`config.mk`:
```
export PLATFORM = sky130hd
export DESIGN_NAME = coin_acceptor_flat
export DESIGN_NICKNAME = d
export VERILOG_FILES = /design/src/rtl/coin_acceptor_pkg.sv /design/src/rtl/coin_acceptor_if.sv /design/src/rtl/coin_debounce.sv /design/src/rtl/coin_acceptor.sv /design/src/flat_wrapper.sv
export SDC_FILE = /design/constraint.sdc
export NUM_CORES = 1
export LEC_CHECK = 0
export CORE_ASPECT_RATIO = 1.25
export CORE_MARGIN = 2
export CORE_UTILIZATION = 25
export CTS_BUF_LIST = sky130_fd_sc_hd__clkbuf_8 sky130_fd_sc_hd__clkbuf_16
export DETAILED_ROUTE_END_ITERATION = 16
export PLACE_DENSITY = 0.44
export SLEW_MARGIN = 20
export SYNTH_ARGS = -nofsm -noshare
export SYNTH_HDL_FRONTEND = slang
export SYNTH_SLANG_ARGS = --single-unit
```
`constraint.sdc`:
```
create_clock -name clk -period 4.08 [get_ports clk]
set_input_delay 1.02 -clock clk [delete_from_list [all_inputs] [get_ports clk]]
set_output_delay 1.02 -clock clk [all_outputs]
set_load 0.02 [all_outputs]
```
`src/rtl/coin_acceptor_pkg.sv`:
```
// Shared vending package: coin codes used by the acceptor
// and by the downstream vending FSM.
package coin_acceptor_pkg;

  typedef enum logic [1:0] {
    COIN_NONE = 2'b00,
    COIN_FIVE = 2'b01,
    COIN_TEN  = 2'b10
  } coin_t;

  function automatic coin_t coin_code(input logic five);
    return five ? COIN_FIVE : COIN_TEN;
  endfunction

endpackage

```
`src/rtl/coin_acceptor_if.sv`:
```
// Acceptor -> vending FSM bus: accept_en (in), coin code,
// reject pulse and queue occupancy count (out).
interface coin_acceptor_if;
  import coin_acceptor_pkg::*;

  logic       accept_en;
  coin_t      coin;
  logic       reject;
  logic [3:0] count;

  modport master (
    input  accept_en,
    output coin,
    output reject,
    output count
  );

  modport slave (
    output accept_en,
    input  coin,
    input  reject,
    input  count
  );

endinterface

```
`src/rtl/coin_debounce.sv`:
```
// One sensor line: 2-flop sync, debounce counter, arming, edge.
// Ports: clk, rst, raw (async line), evt (1-cycle coin event).
module coin_debounce #(
  parameter int DEBOUNCE_CYCLES = 4
) (
  input  logic clk,
  input  logic rst,
  input  logic raw,
  output logic evt
);

  localparam logic [3:0] DMAX = 4'(DEBOUNCE_CYCLES);

  logic       s1, s2;
  logic       v1, v2;
  logic       armed;
  logic       lvl;
  logic       lvl_nx;
  logic [3:0] cnt;
  logic [3:0] cnt_nx;

  // counter saturates at DMAX so a long pulse holds the level
  always_comb begin
    cnt_nx = '0;
    if (s2)
      cnt_nx = (cnt == DMAX) ? cnt : cnt + 4'd1;
  end

  assign lvl_nx = s2 && (cnt_nx == DMAX);

  // v1/v2 mark sync stages holding a real sample rather than
  // the reset value; only a real low sample arms the line
  always_ff @(posedge clk) begin
    if (rst) begin
      s1    <= 1'b0;
      s2    <= 1'b0;
      v1    <= 1'b0;
      v2    <= 1'b0;
      cnt   <= '0;
      lvl   <= 1'b0;
      armed <= 1'b0;
      evt   <= 1'b0;
    end else begin
      s1    <= raw;
      s2    <= s1;
      v1    <= 1'b1;
      v2    <= v1;
      cnt   <= cnt_nx;
      lvl   <= lvl_nx;
      armed <= armed | (v2 & ~s2);
      evt   <= armed & lvl_nx & ~lvl;
    end
  end

endmodule

```
`src/rtl/coin_acceptor.sv`:
```
// Coin acceptor: two debounced sensors feed a coin FIFO that an
// output FSM drains one coin per IDLE->EMIT->GAP round.
// Ports: clk, rst, coin5_raw, coin10_raw, bus (master side).
module coin_acceptor
  import coin_acceptor_pkg::*;
#(
  parameter int DEBOUNCE_CYCLES = 4,
  parameter int FIFO_DEPTH      = 4,
  parameter int GAP_CYCLES      = 2
) (
  input  logic            clk,
  input  logic            rst,
  input  logic            coin5_raw,
  input  logic            coin10_raw,
  coin_acceptor_if.master bus
);

  localparam int         AW    = $clog2(FIFO_DEPTH);
  localparam logic [3:0] FULL  = 4'(FIFO_DEPTH);
  localparam logic [2:0] GLAST = 3'(GAP_CYCLES - 1);

  typedef enum logic [1:0] {
    S_IDLE = 2'd0,
    S_EMIT = 2'd1,
    S_GAP  = 2'd2
  } state_t;

  state_t        state;
  coin_t         coin_q;
  logic          reject_q;
  logic [3:0]    count_q;
  logic [AW-1:0] wp, rp;
  logic [2:0]    gcnt;
  coin_t         mem [FIFO_DEPTH];

  logic e5, e10;
  logic single;
  logic push, pop;

  coin_debounce #(.DEBOUNCE_CYCLES(DEBOUNCE_CYCLES)) u_db5 (
    .clk (clk),
    .rst (rst),
    .raw (coin5_raw),
    .evt (e5)
  );

  coin_debounce #(.DEBOUNCE_CYCLES(DEBOUNCE_CYCLES)) u_db10 (
    .clk (clk),
    .rst (rst),
    .raw (coin10_raw),
    .evt (e10)
  );

  // fullness is judged on the pre-pop count
  assign single = e5 ^ e10;
  assign push   = single && (count_q != FULL);
  assign pop    = (state == S_IDLE) && bus.accept_en
               && (count_q != 4'd0);

  always_ff @(posedge clk) begin
    if (push)
      mem[wp] <= coin_code(e5);
  end

  always_ff @(posedge clk) begin
    if (rst) begin
      state    <= S_IDLE;
      coin_q   <= COIN_NONE;
      reject_q <= 1'b0;
      count_q  <= '0;
      wp       <= '0;
      rp       <= '0;
      gcnt     <= '0;
    end else begin
      reject_q <= (e5 & e10) | (single & ~push);
      count_q  <= count_q + {3'b0, push} - {3'b0, pop};
      if (push)
        wp <= wp + 1'b1;
      if (pop)
        rp <= rp + 1'b1;
      unique case (state)
        S_IDLE: begin
          coin_q <= COIN_NONE;
          if (pop) begin
            coin_q <= mem[rp];
            state  <= S_EMIT;
          end
        end
        S_EMIT: begin
          coin_q <= COIN_NONE;
          gcnt   <= GLAST;
          state  <= S_GAP;
        end
        S_GAP: begin
          coin_q <= COIN_NONE;
          if (gcnt == 3'd0)
            state <= S_IDLE;
          else
            gcnt <= gcnt - 3'd1;
        end
        default: begin
          coin_q <= COIN_NONE;
          state  <= S_IDLE;
        end
      endcase
    end
  end

  assign bus.coin   = coin_q;
  assign bus.reject = reject_q;
  assign bus.count  = count_q;

endmodule

```
`src/flat_wrapper.sv`:
```
// flat-port wrapper written by rule: the top's interface ports become plain ports
module coin_acceptor_flat import coin_acceptor_pkg::*;
#(
  parameter int DEBOUNCE_CYCLES = 4,
  parameter int FIFO_DEPTH      = 4,
  parameter int GAP_CYCLES      = 2
)
  (clk, rst, coin5_raw, coin10_raw, bus_accept_en, bus_coin, bus_reject, bus_count);
  coin_acceptor_if bus_i ();
  input  logic clk;
  input  logic rst;
  input  logic coin5_raw;
  input  logic coin10_raw;
  input wire logic [$bits(bus_i.accept_en)-1:0] bus_accept_en;
  output wire logic [$bits(bus_i.coin)-1:0] bus_coin;
  output wire logic [$bits(bus_i.reject)-1:0] bus_reject;
  output wire logic [$bits(bus_i.count)-1:0] bus_count;
  assign bus_i.accept_en = bus_accept_en;
  assign bus_coin = bus_i.coin;
  assign bus_reject = bus_i.reject;
  assign bus_count = bus_i.count;
  coin_acceptor #(.DEBOUNCE_CYCLES(DEBOUNCE_CYCLES), .FIFO_DEPTH(FIFO_DEPTH), .GAP_CYCLES(GAP_CYCLES)) u_core (.clk(clk), .rst(rst), .coin5_raw(coin5_raw), .coin10_raw(coin10_raw), .bus(bus_i));
endmodule
```
-- After elaboration in Yosys (flattened, before gate mapping)
Memories as Yosys holds them, arrays and structs flattened. A register that Yosys moved wholly into a read port is not among the register bits.
Index checks and enable logic that the tools add are counted.
- memory bits (writable): 8
- flip-flop bits (word level): 34
- input port bits: 5
- output and inout bits: 7
- memories: 1
- memories (name ; depth ; bits a word ; rd ports ; clocked after memory_dff ; wr ports ; RTL line ; source):
    u_core.mem ; 4 ; 2 ; 1 ; 1 ; 1 ; coin_acceptor.sv:34 ; coin_t mem [FIFO_DEPTH];
- bitwise operators: 19
- muxes and demuxes: 13
- equality and inequality tests: 10
- reductions and logical operators: 12
- add/subtract/negate cells: 7
- operators with widths (cell ; count):
    4-bit by 3-bit == test with 1-bit output, second input constant ; 4
    4-bit 2-to-1 mux ; 4
    4-bit by 1-bit adder with 4-bit output, second input constant ; 2
    1-bit bitwise AND ; 8
    1-bit NOT ; 7
    2-bit 2-to-1 mux ; 3
    2-bit one-hot mux with 3 select lines ; 1
    3-bit one-hot mux with 2 select lines ; 1
    1-bit logical AND ; 5
    2-bit by 1-bit adder with 2-bit output, second input constant ; 2
    4-bit by 1-bit adder with 4-bit output ; 1
    2-bit by 1-bit != test with 1-bit output, second input constant ; 2
    4-bit by 3-bit != test with 1-bit output, second input constant ; 1
    2-bit AND reduction ; 2
    4-bit nonzero test ; 1
    4-bit by 1-bit subtractor with 4-bit output ; 1
    3-bit zero test ; 1
    1-bit 2-to-1 mux ; 3
    3-bit 2-to-1 mux ; 1
    1-bit OR ; 3
    3-bit OR reduction ; 1
    3-bit by 1-bit subtractor with 3-bit output, second input constant ; 1
    2-bit by 1-bit == test with 1-bit output, second input constant ; 1
    2-bit == test, second input constant ; 1
    4 further kinds ; 4

-- Logic depth before layout (Yosys ltp)
Gate-level depths: netlist of run 1.
- depth in word-level cells: 7
- gate-level depth with buffers: 12

-- Hierarchy
From an unflattened synthesis of run 1, not the netlist that was laid out.
- cells, all modules: 202
- area total of the unflattened synthesis: 2130.8 µm²
- by module, submodules not included (module ; cells each ; instances ; area each (µm²) ; seq. area each (µm²)):
    coin_acceptor ; 116 ; 1 ; 1244.9 ; 560.5
    coin_debounce ; 43 ; 2 ; 442.9 ; 220.2

-- Worst setup path before layout of run 1
No wires, ideal clock.
- path kind: input to register
- from: input port bus_accept_en
- to: register u_core.count_q[2] (netlist: u_core.bus.count[2])
- path slack: 1.623 ns
- data required time: 3.952 ns
- data arrival time: 2.330 ns
- library setup time: 0.128 ns
- stages: 9
- cells stage by stage: and3_1 buf_6 ha_1 inv_1 ha_1 inv_1 fa_1 xor2_1 nor2_1
- word-level cells in the longest chain between the ends: 3
- ends and longest elaborated chain (element ; RTL line ; source):
    start: declaration ; flat_wrapper.sv:14 ; input wire logic [$bits(bus_i.accept_en)-1:0] bus_accept_en;
    1-bit logical AND ; coin_acceptor.sv:57 ; assign pop = (state == S_IDLE) && bus.accept_en
    1-bit logical AND ; coin_acceptor.sv:58 ; && (count_q != 4'd0);
    net u_core.pop ; coin_acceptor.sv:38 ; logic push, pop;
    4-bit by 1-bit subtractor with 4-bit output ; coin_acceptor.sv:76 ; count_q <= count_q + {3'b0, push} - {3'b0, pop};
    end signal: assignment ; coin_acceptor.sv:76 ;
    end: declaration ; coin_acceptor.sv:31 ; logic [3:0] count_q;
The timed path passes the listed nets, and every way through them passes these cells.
A chain may end at the register's enable or synchronous reset.

-- Worst setup path after layout of run 1
- from: input port bus_accept_en
- to: register u_core.count_q[2] (netlist: u_core.bus.count[2])
- word-level cells in the longest chain between the ends: 3
- ends and longest elaborated chain (element ; RTL line):
    1-bit logical AND ; coin_acceptor.sv:57
    1-bit logical AND ; coin_acceptor.sv:58
    4-bit by 1-bit subtractor with 4-bit output ; coin_acceptor.sv:76
Every way passes these cells.

==> results of run 1 <==
[worst max path at each step]
stage                       start                  end  slack, ns  depth (start not counted)
floorplan           bus_accept_en  u_core.bus.count[2]       1.62                          9
global placement    bus_accept_en  u_core.bus.count[2]       1.07                          9
detailed placement  bus_accept_en  u_core.bus.count[2]       1.04                          9
CTS                 bus_accept_en  u_core.bus.count[2]       1.35                          9
global route        bus_accept_en  u_core.bus.count[2]       1.21                          9
finish              bus_accept_en  u_core.bus.count[2]       1.35                          9
[power by group]
part           internal, mW  switching [mW]  leakage, nW
Clock                 0.185           0.156       0.0591
Sequential            0.482          0.0480        0.369
Combinational         0.157           0.151        0.449
[per-stage QoR]
| stage | worst slack, ns | area [sq um] | power (mW) | hold slack, ns | utilization [%] |
|---|---|---|---|---|---|
| floorplan | 1.62 | 1940 | 0.773 | 0.414 | - |
| global placement | 1.07 | 2140 | 0.855 | 0.418 | 28.8 |
| detailed placement | 1.04 | 2140 | 0.852 | 0.424 | 28.8 |
| CTS | 1.35 | 2250 | 1.20 | 0.446 | 30.3 |
| global route | 1.21 | 2250 | 1.28 | 0.454 | 30.3 |
| finish | 1.35 | 2250 | 1.18 | 0.440 | 30.3 |
[state kept, by name, summed over array words and instances (netlist names), 2 cells and up]
name	flops
u_core.mem	8
u_core.bus.count	4
u_core.u_db10.cnt	4
u_core.u_db5.cnt	4
u_core.gcnt	3
u_core.bus.coin	2
u_core.rp	2
u_core.state	2
u_core.wp	2
[synth_stat cells, drive strengths merged (2+ instances only)]
master / count
dfxtp: 36
nand3: 5
and2: 6
and3: 6
clkbuf: 2
nor3: 6
mux4: 2
ha: 17
xor2: 2
buf: 3
nand2: 3
nand2b: 5
o21ai: 6
edfxtp: 8
inv: 23
nor2: 21
nor4: 2
a21oi: 9
nor2b: 8
xnor2: 4
[cells by family (layout without fill, tap and decap cells)]
group / Yosys count / in the layout / synth area share (%)
and+or+nand+nor: 66 / 66 / 17.9
DFF: 44 / 44 / 49.6
buffers and inverters: 28 / 43 / 5.88
AOI/OAI and AO/OA: 26 / 26 / 8.60
adders and majority gates: 18 / 18 / 12.0
xor gates and xnor gates: 6 / 6 / 3.10
muxes: 3 / 3 / 2.84
[critical path, cell delays in order]
cell and delay (ns):
clkdlybuf4s50_1 0.50, and3_1 0.28, ha_1 0.27, inv_1 0.06, ha_1 0.16, inv_1 0.05, fa_1 0.37, xor2_1 0.16
nor2_1 0.05
[metal layers]
metal	global-route usage [%]	wire length [um]
met3	2.30	70
met5	0	0
met2	14.6	1540
met4	5.30	77
met1	10.6	1540
[cell type report]
class	instances	area share (%)
clock buffers	5	3.05
clock inverters	3	2.00
inverters	23	3.83
multi-input cells	119	38.2
flip-flops and latches	44	42.6
well taps	92	5.11
repair buffers	12	5.22
==> flow_summary.toml, run 1 <==
[route]
first_iter_violations = 61
firstDrtPassIters = 4
drc = 0
wire_per_inst_um = 10.8
wl_um = 3230
num_vias = 1257
viasPerCell = 4.22
ant_nets = 0

[clocking]
clk_path_buf_depth = 2
tritoncts = "built"
root_buffer = "clkbuf_8"
ctsHoldBuffers = 0
clk_latency_ns = 0.30
h-tree-depth = 2
path_clk_slew_ns = 0.09
cts_buffers = 5
cts.sinks = 44
postCtsResizedCells = 0
post_cts_buffers = 0

[grt]
grt_pass1_vias = 1259
antenna_found_initial = 0
overflow = 0
grt_use_total_pct = 9.01
grt_pass1_wl_um = 5670
grt_max_degree = 16

[min_path]
min_from = "u_core.u_db5.v1"
hold_path_end = "u_core.u_db5.v2"
hold_class = "register to register"
holdPathStages = 1

[floorplanning]
num_rows = 35
die_x_um = 82.7
start_util_pct = 26.0
ios = 12
die_y_um = 102
core_area_sq_um = 7440
die_area_sq_um = 8470

[layout]
final-seq-area_sq_um = 961
area_growth_pct = 16.5
multi_input_area_sq_um = 861
layout.nets = 228
fin_cells = 298
final_common_cell = "dfxtp_1"
final_cell_mix = "dfxtp_1, inv_1, nor2_1"
num-fill-cells = 804
diodes = 0
layout-drive-gt1-share_pct = 6.31

[setup_path]
cp.required_ns = 4.27
r2r_start = "u_core.bus.count[2]"
crit_type = "primary input to register"
worstRegToRegCells = 11
critPathMaxFanout = 5
cp.arrival_ns = 2.92
crit_path_end_kind = "register"
r2r_end = "u_core.bus.count[2]"
critPathLaunchType = "primary input"
r2r_slack_ns = 1.64

[timing]
tightest_slew_ns = 0.354
clock.fmax_mhz = 367
min_period_ns = 2.73
finalCritPeriodShare_pct = 66.8
finalHoldViolations = 0
relSlewSlack_pct = 76.4
finalClockSkew_ns = 0.00646
setup_viol = 0
report.final.slew_viol_count = 0
rsz0062_at_grt = "false"
final.setup.tns_ns = 0

[synthesis]
ys_types = 40
synthTopCellsByArea = "dfxtp_1, edfxtp_1, ha_1, inv_1, nor2_1"
yosys.area.top_type_share_pct = 37.2
yosysSeqAreaShare_pct = 49.6
synth_flop_cell = "dfxtp_1"
synth_area_sq_um = 1940
yosysWarningCount = 0
synth_top_cell_by_area = "dfxtp_1"
syn_avg_cell_area_sq_um = 10.1
synthArstFlopShare_pct = 0
ys_seq_elements = 44
synthesis.nets = 214
synth_edf_count = 8
synth_cells = 191

[place]
numPortBuffers = 11
dp_cells = 290
place_congestion = 0.687
hpwlAfterDp_um = 2390

[power]
powerDensity_nw_per_um2 = 523
ir_worst_vdd_v = 0.000248
leakagePower_nw = 0.877

[flow_run]
cap_violations = 0

[status]
status = "finished clean"
No activity file was read; power rests on OpenSTA's default activity.
==> run 2: changes to the inputs <==
- PLACE_DENSITY: 0.44 -> 0.46
- clock period: 4.08 -> 2.3 ns (I/O delays scaled with it)
==> run 2 against run 1 <==
Net effect:
- power up 85%
- clock skew down 0.0032 ns
- clock-buffer cell count increased by 1
- wire length up 4.8%
- first-iteration DRC count shrank 11%
- worst hold slack worse by 0.00091 ns
- sequential share of layout area fell by 1.5 points
- combinational power up 130%
- global-route usage grew 0.14 points
- flip-flop and latch count stayed put
- sequential power increased by 76%
- die area unchanged
==> flow_summary.toml, run 2 (synthesis results as in run 1) <==
[floorplanning]
die_area_sq_um = 8470
start_util_pct = 26.0
die_x_um = 82.7
ios = 12
num_rows = 35
core_area_sq_um = 7440
die_y_um = 102

[route]
route.met2.wl_um = 1730
met3_length_um = 69
drc = 0
top_layer_used = "met4"
firstDrtPassIters = 4
wl_um = 3380
wire_per_inst_um = 11.1
viasPerCell = 4.27
ant_nets = 0
first_iter_violations = 54
num_vias = 1308
wl_met1_um = 1490

[layout]
diodes = 0
largest_register_ffs = 8
layout-drive-gt1-share_pct = 14.5
final_common_cell = "dfxtp_1"
layout.nets = 236
final_util_pct = 31.5
area_growth_pct = 21.3
final_cell_area_sq_um = 2350
final_cell_mix = "dfxtp_1, nor2_1, inv_1"
num-fill-cells = 792
regMostFlops = "u_core.mem"

[grt]
grt_pass1_vias = 1309
grt_use_total_pct = 9.15
grt_max_degree = 15
antenna_found_initial = 0
grt_pass1_wl_um = 5860
overflow = 0

[timing]
tightest_slew_ns = 0.332
report.final.slew_viol_count = 0
setup_viol = 0
clock.fmax_mhz = 451
finalClockSkew_ns = 0.00326
finalCritPeriodShare_pct = 96.3
finalHoldViolations = 0
min_period_ns = 2.22
relSlewSlack_pct = 77.9

[power]
p_switching_mw = 0.655
clkPwrFrac_pct = 24.5
p_seq_share_pct = 42.9
ir_worst_vdd_v = 0.000520
powerDensity_nw_per_um2 = 928
switching_share_pct = 30.1
combPwrFrac_pct = 32.6
intPower_mw = 1.52
leakagePower_nw = 0.919

[place]
place_congestion = 0.689
hpwlAfterDp_um = 2480
dpl_cell_area_sq_um = 2190
numPortBuffers = 11

[setup_path]
critPathMaxFanout = 2
path_delay_family = "adder cells"
cp.arrival_ns = 2.40
cp_common_cell = "ha_4"
critPathLaunchType = "register"
slowest_delay_ns = 0.52
critical_path_buf_inv_count = 3
cp.required_ns = 2.49
crit_chain = "inv_4 -> ha_4 -> or3b_4 -> and3_4 -> ha_4 -> inv_1 -> ha_2 -> inv_2 -> fa_2 -> nor2_1"
r2r_slack_ns = 0.08
worst_path_max_delay_cell = "fa_2"
crit_path_end_kind = "register"
crit_type = "register to register"

[clocking]
ctsHoldBuffers = 0
h-tree-depth = 2
cts_buffers = 5
root_buffer = "clkbuf_8"
path_clk_slew_ns = 0.08
tritoncts = "built"
clk_path_buf_depth = 2
cts.sinks = 44
clk_latency_ns = 0.29

[min_path]
hold_class = "register to register"

[status]
status = "finished clean"

[flow_run]
cap_violations = 0
[run 2: final cells by class]
| class | instances | area (sq um) | share of cell area, % |
|---|---|---|---|
| flip-flops and latches | 44 | 966 | 41.1 |
| clock buffers | 6 | 93.8 | 4.00 |
| clock inverters | 2 | 8.76 | 0.373 |
| multi-input cells | 119 | 898 | 38.3 |
| inverters | 23 | 88.8 | 3.78 |
| well taps | 92 | 115 | 4.90 |
| repair buffers | 20 | 178 | 7.57 |
[run 2: worst paths after layout]
check | start | endpoint | cells past startpoint
min | u_core.u_db5.v1 | u_core.u_db5.v2 | 1
max | u_core.bus.count[2] | u_core.bus.count[1] | 10
min reg2reg | u_core.u_db5.v1 | u_core.u_db5.v2 | 1
max reg2reg | u_core.bus.count[2] | u_core.bus.count[1] | 10
[run 2: worst register-to-register path: cells and delay by family, from the launching register on]
family,cells,cell delay [ns]
adders and majority gates,4,1.02
and+or+nand+nor,3,0.58
buffers and inverters,3,0.15
DFF,1,0.36
[run 2: per-stage QoR]
stage / setup TNS (ns) / worst slack (ns) / power (mW) / std cells / hold WS (ns)
global route: -0.0110 / -0.0110 / 2.34 / 306 / 0.460
floorplan: -0.0139 / -0.0139 / 1.38 / 191 / 0.414
finish: 0 / 0.0845 / 2.18 / 306 / 0.439
detailed placement: -0.268 / -0.117 / 1.58 / 296 / 0.420
global placement: -0.228 / -0.0988 / 1.58 / 296 / 0.420
CTS: -0.000255 / -0.000255 / 2.13 / 304 / 0.441
[run 2: per-layer routing]
layer	track usage, %	vias up
met5	0	-
met4	5.30	0
met3	1.94	6
met2	15.4	12
met1	10.6	608
li1	-	682
[run 2: power by group through the flow]
stage	Combinational (mW)	Sequential, mW	Clock (mW)
after floorplan	0.397	0.983	0
after global placement	0.628	0.955	0
after detailed placement	0.632	0.951	0
after CTS	0.634	0.936	0.562
after global routing	0.806	0.949	0.583
final	0.710	0.935	0.535
[run 2: repair_timing]
item,CTS,global route
pin swaps,0,3
resized for setup,0,9
buffers inserted,0,2
setup endpoints to repair,1,3
==> run 3: changes to the inputs <==
- TNS_END_PERCENT: unset -> 100
==> results of run 3 <==
Same layout as run 2: the final DEF is identical, and so are final timing and power.
==> variant 1, RTL diff (flow settings as in run 3) <==
`FIFO_DEPTH` is set to 4 in 2 places; all go to 8.
--- a/src/rtl/coin_acceptor.sv
+++ b/src/rtl/coin_acceptor.sv
@@ -5,7 +5,7 @@
   import coin_acceptor_pkg::*;
 #(
   parameter int DEBOUNCE_CYCLES = 4,
-  parameter int FIFO_DEPTH      = 4,
+  parameter int FIFO_DEPTH      = 8,
   parameter int GAP_CYCLES      = 2
 ) (
   input  logic            clk,
--- a/src/flat_wrapper.sv
+++ b/src/flat_wrapper.sv
@@ -2,7 +2,7 @@
 module coin_acceptor_flat import coin_acceptor_pkg::*;
 #(
   parameter int DEBOUNCE_CYCLES = 4,
-  parameter int FIFO_DEPTH      = 4,
+  parameter int FIFO_DEPTH      = 8,
   parameter int GAP_CYCLES      = 2
 )
   (clk, rst, coin5_raw, coin10_raw, bus_accept_en, bus_coin, bus_reject, bus_count);
Function: no difference found for any inputs over 10 cycles, from zero or initial values and one cycle with rst high; that may be too few to reach the edited logic, so the function may still have changed.
==> variant 1 against run 3 <==
Critical path depth stayed put. Wire length is 23% higher. First-iteration DRC count is 48% lower. Highest routed layer unchanged. Synthesized area is 20% higher. Combinational power is 12% higher. Sequential share of layout area is 2.8 points higher. Worst setup slack better by 0.021 ns. Synthesized cell count is 17% higher. Cell area is 21% higher. Sequential cell count is 10 higher. Non-clock buffer count is 2 higher. Core utilization is 0.35 points lower. Total power is 23% higher.
==> variant 1: results (changes against run 3) <==
Outcome
  – Status: finished clean

Cells and area
  – Net count, final: 269 (+14%)
  – Max FFs per register: 16 (+8)
  – Layout cells sized above 1: 15.3% (+0.78 points)

Min path
  – Hold Path End: u_core.u_db10.s2
  – Min-Delay Startpoint: u_core.u_db10.s1

Clocking
  – Post_cts resized: 2 (+2)
  – Root buffer cell: clkbuf_16

Logic synthesis
  – Total nets after synthesis: 244 (+14%)
  – Synth cell count leaders: dfxtp_1, nor2_1, inv_1
  – Post-synthesis xor/xnor area fraction: 2.26% (-0.84 points)
  – Post-synthesis adder-cell area fraction: 8.93% (-3.1 points)
  – Sequential area share after synthesis: 53.4% (+3.7 points)
  – Mux contribution to synthesized area: 3.87% (+1.0 points)
  – Synth cell types: 43 (+7.5%)

Setup path
  – Crit path DAT: 2.42 ns (+0.02 ns)
  – Worst-path fanout max: 3 (+1)
  – Reg-to-reg slack, setup: 0.11 ns (+0.02 ns)

Timing
  – WHS: 0.438 ns (-0.00141 ns)
  – Post-layout min period: 2.19 ns (-0.0207 ns)

Drt
  – Vias: 1562 (+19%)
  – Post-Route WL: 4.15 mm (+23%)
  – Initial DRC Count: 28 (-48%)

Power
  – Worst vdd ir: 308 uV (-41%)
  – Pleak: 1.07 nW (+16%)
  – Switch Pwr: 0.000788 W (+20%)

GRT
  – First-pass GRT wire length: 7.27 mm (+24%)
  – Largest net degree at the start of global routing: 18 (+3)
  – GR Util met1: 11.1% (+0.52 points)
  – Global Route met3 Usage: 1.89% (-0.049 points)
  – Overall routing resource usage: 8.92% (-0.22 points)

Placement
  – Hpwl dp: 3.09 mm (+25%)
variant 1: cell count changes after synthesis, sizes merged, moves of 3 or more:
cell / before / now
a21oi: 9 / 12
and2: 6 / 1
and3: 6 / 3
edfxtp: 8 / 16
mux2: 0 / 4
nand2: 3 / 10
nand2b: 5 / 8
nand3: 5 / 9
nor2: 21 / 27
variant 1: logic make-up after synthesis:
logic type,after synthesis
AND/OR/NAND/NOR,85
buffers and inverters,26
adder cells (fa/ha/maj),16
XOR/XNOR,6
multiplexers,6
AO/OA/AOI/OAI,30
flip-flops,54
variant 1: through the flow:
step	instance area (um2)	util [%]	cells	power, W	TNS [ns]
2_1_floorplan	2330	-	223	0.00163	0
3_3_place_gp	2650	29.2	364	0.00187	-0.235
3_5_place_dp	2650	29.2	364	0.00188	-0.336
4_1_cts	2800	30.9	372	0.00265	0
5_1_grt	2830	31.2	372	0.00285	-0.000240
6_report	2830	31.2	372	0.00267	0
variant 1: power groups by stage:
stage	Sequential, W	Clock (W)	Combinational [W]
after floorplan	0.00116	0	0.000467
after global placement	0.00116	0	0.000714
after detailed placement	0.00116	0	0.000723
after CTS	0.00114	0.000765	0.000747
after global routing	0.00115	0.000804	0.000893
final	0.00114	0.000737	0.000798
variant 1: layout make-up:
class | count | area (um2)
repair buffers | 22 | 193
inverters | 22 | 82.6
well taps | 123 | 154
clock inverters | 3 | 21.3
clock buffers | 5 | 125
flip-flops and latches | 54 | 1240
fillers | 972 | 6240
multi-input cells | 143 | 1010
variant 1: worst register-to-register path, delay by kind of cell (launching register included):
family                     cells  cell delay (ns)
adders and majority gates      4             1.07
and+or+nand+nor                3             0.58
DFF                            1             0.32
buffers and inverters          3             0.16
variant 1: per-layer routing:
metal  share of wire (%)  wire (um)
met5                   0          0
met4                0.96         40
met3                 1.9         80
met1                  48       1980
met2                  49       2050
==> variant 2, RTL diff (config.mk and constraints of run 3) <==
Without the edit above. Re-encode `state_t` (3 states) as one-hot, 3 bits wide.
--- a/src/rtl/coin_acceptor.sv
+++ b/src/rtl/coin_acceptor.sv
@@ -19,10 +19,10 @@
   localparam logic [3:0] FULL  = 4'(FIFO_DEPTH);
   localparam logic [2:0] GLAST = 3'(GAP_CYCLES - 1);
 
-  typedef enum logic [1:0] {
-    S_IDLE = 2'd0,
-    S_EMIT = 2'd1,
-    S_GAP  = 2'd2
+  typedef enum logic [2:0] {
+    S_IDLE = 3'b001,
+    S_EMIT = 3'b010,
+    S_GAP  = 3'b100
   } state_t;
 
   state_t        state;
Check against the original RTL: same outputs for any inputs over 10 cycles, from zero or initial values and one cycle with rst high; not proved beyond that.
==> variant 2 against run 3 <==
Sequential cell count grew 1. Largest cell class unchanged. Die area grew 0.56%. Worst setup slack gained 0.046 ns. Core utilization shrank 1.2 points. Sequential share of layout area up 1.1 points. Cell area decreased by 1.1%. Wire length is 1.6% lower. First-iteration DRC count decreased by 59%. Synthesized area up 0.58%. Clock power rose by 12%. Maximum frequency up 2.1%. Total power is 3.3% lower. Highest routed layer unchanged.
==> variant 2: results (changes against run 3) <==
Cells and area
  – Non-clk buf share: 6.68% (-0.89 points)
  – Seq_cells: 45 (+2.3%)
  – Final Cell Area: 0.00232 mm2 (-1.1%)
  – Multi-input combinational area share: 37.5% (-0.72 points)
  – FF/Latch Area: 981 um2 (+1.6%)
  – Invs w/o clock: 22 (-4.3%)
  – Non-Filler Instances: 302 (-1.3%)
  – Buffers outside the clock class: 17 (-15%)
  – Layout cells sized above 1: 9.66% (-4.8 points)
  – Net count, final: 229 (-3.0%)

Power
  – Pleak: 0.932 nW (+1.3%)
  – Switch Pwr: 0.000623 W (-4.9%)

GRT
  – Global Route met3 Usage: 2.56% (+0.62 points)
  – First-pass GRT wire length: 5.63 mm (-3.9%)
  – GR Util met1: 8.15% (-2.4 points)
  – Met2 Track Usage GR: 16.2% (+0.81 points)

Placement
  – Post-DP Area: 0.00221 mm2 (+0.86%)
  – Final Wtd Congestion: 0.685 (-0.52%)
  – Placed cell count: 294 (-0.68%)

Drt
  – Met3 WL: 97 um (+41%)
  – Initial DRC Count: 22 (-59%)
  – Post-DR vias/cell: 4.26 (-0.38%)
  – WL met2: 1.78 mm (+3.0%)

Setup path
  – R2R Path Start: u_core.bus.count[1]
  – Slowest-stage cell, CP: clkdlybuf4s50_1
  – Crit path launch: bus_accept_en

Outcome
  – Status: finished clean

Logic synthesis
  – Post-synthesis adder-cell area fraction: 12.0% (-0.070 points)
[variant 2: cell count changes in the layout (fill, tap and decap cells not counted), moves of 3 or more]
cell     before  now
o21ai_1       0    6
a21oi_1       9    6
dfxtp_1      34   37
ha_1         14   17
o21ai_0       6    0
buf_4         9    6
xnor2_1       3    6
nor2_1       21   17
[variant 2: power groups by stage]
stage / Clock (W) / Combinational, W / Sequential [W]
floorplan: 0 / 0.000365 / 0.000972
detailed placement: 0 / 0.000594 / 0.000943
global route: 0.000659 / 0.000659 / 0.000937
CTS: 0.000624 / 0.000597 / 0.000927
global placement: 0 / 0.000581 / 0.000947
finish: 0.000599 / 0.000583 / 0.000924
[variant 2: path summary, 6_finish.rpt]
check	endpoint	slack [ns]
hold reg to reg	u_core.u_db5.v2	0.43
setup reg to reg	u_core.bus.count[2]	0.29
hold / removal	u_core.u_db5.v2	0.43
setup / recovery	u_core.bus.count[1]	0.13
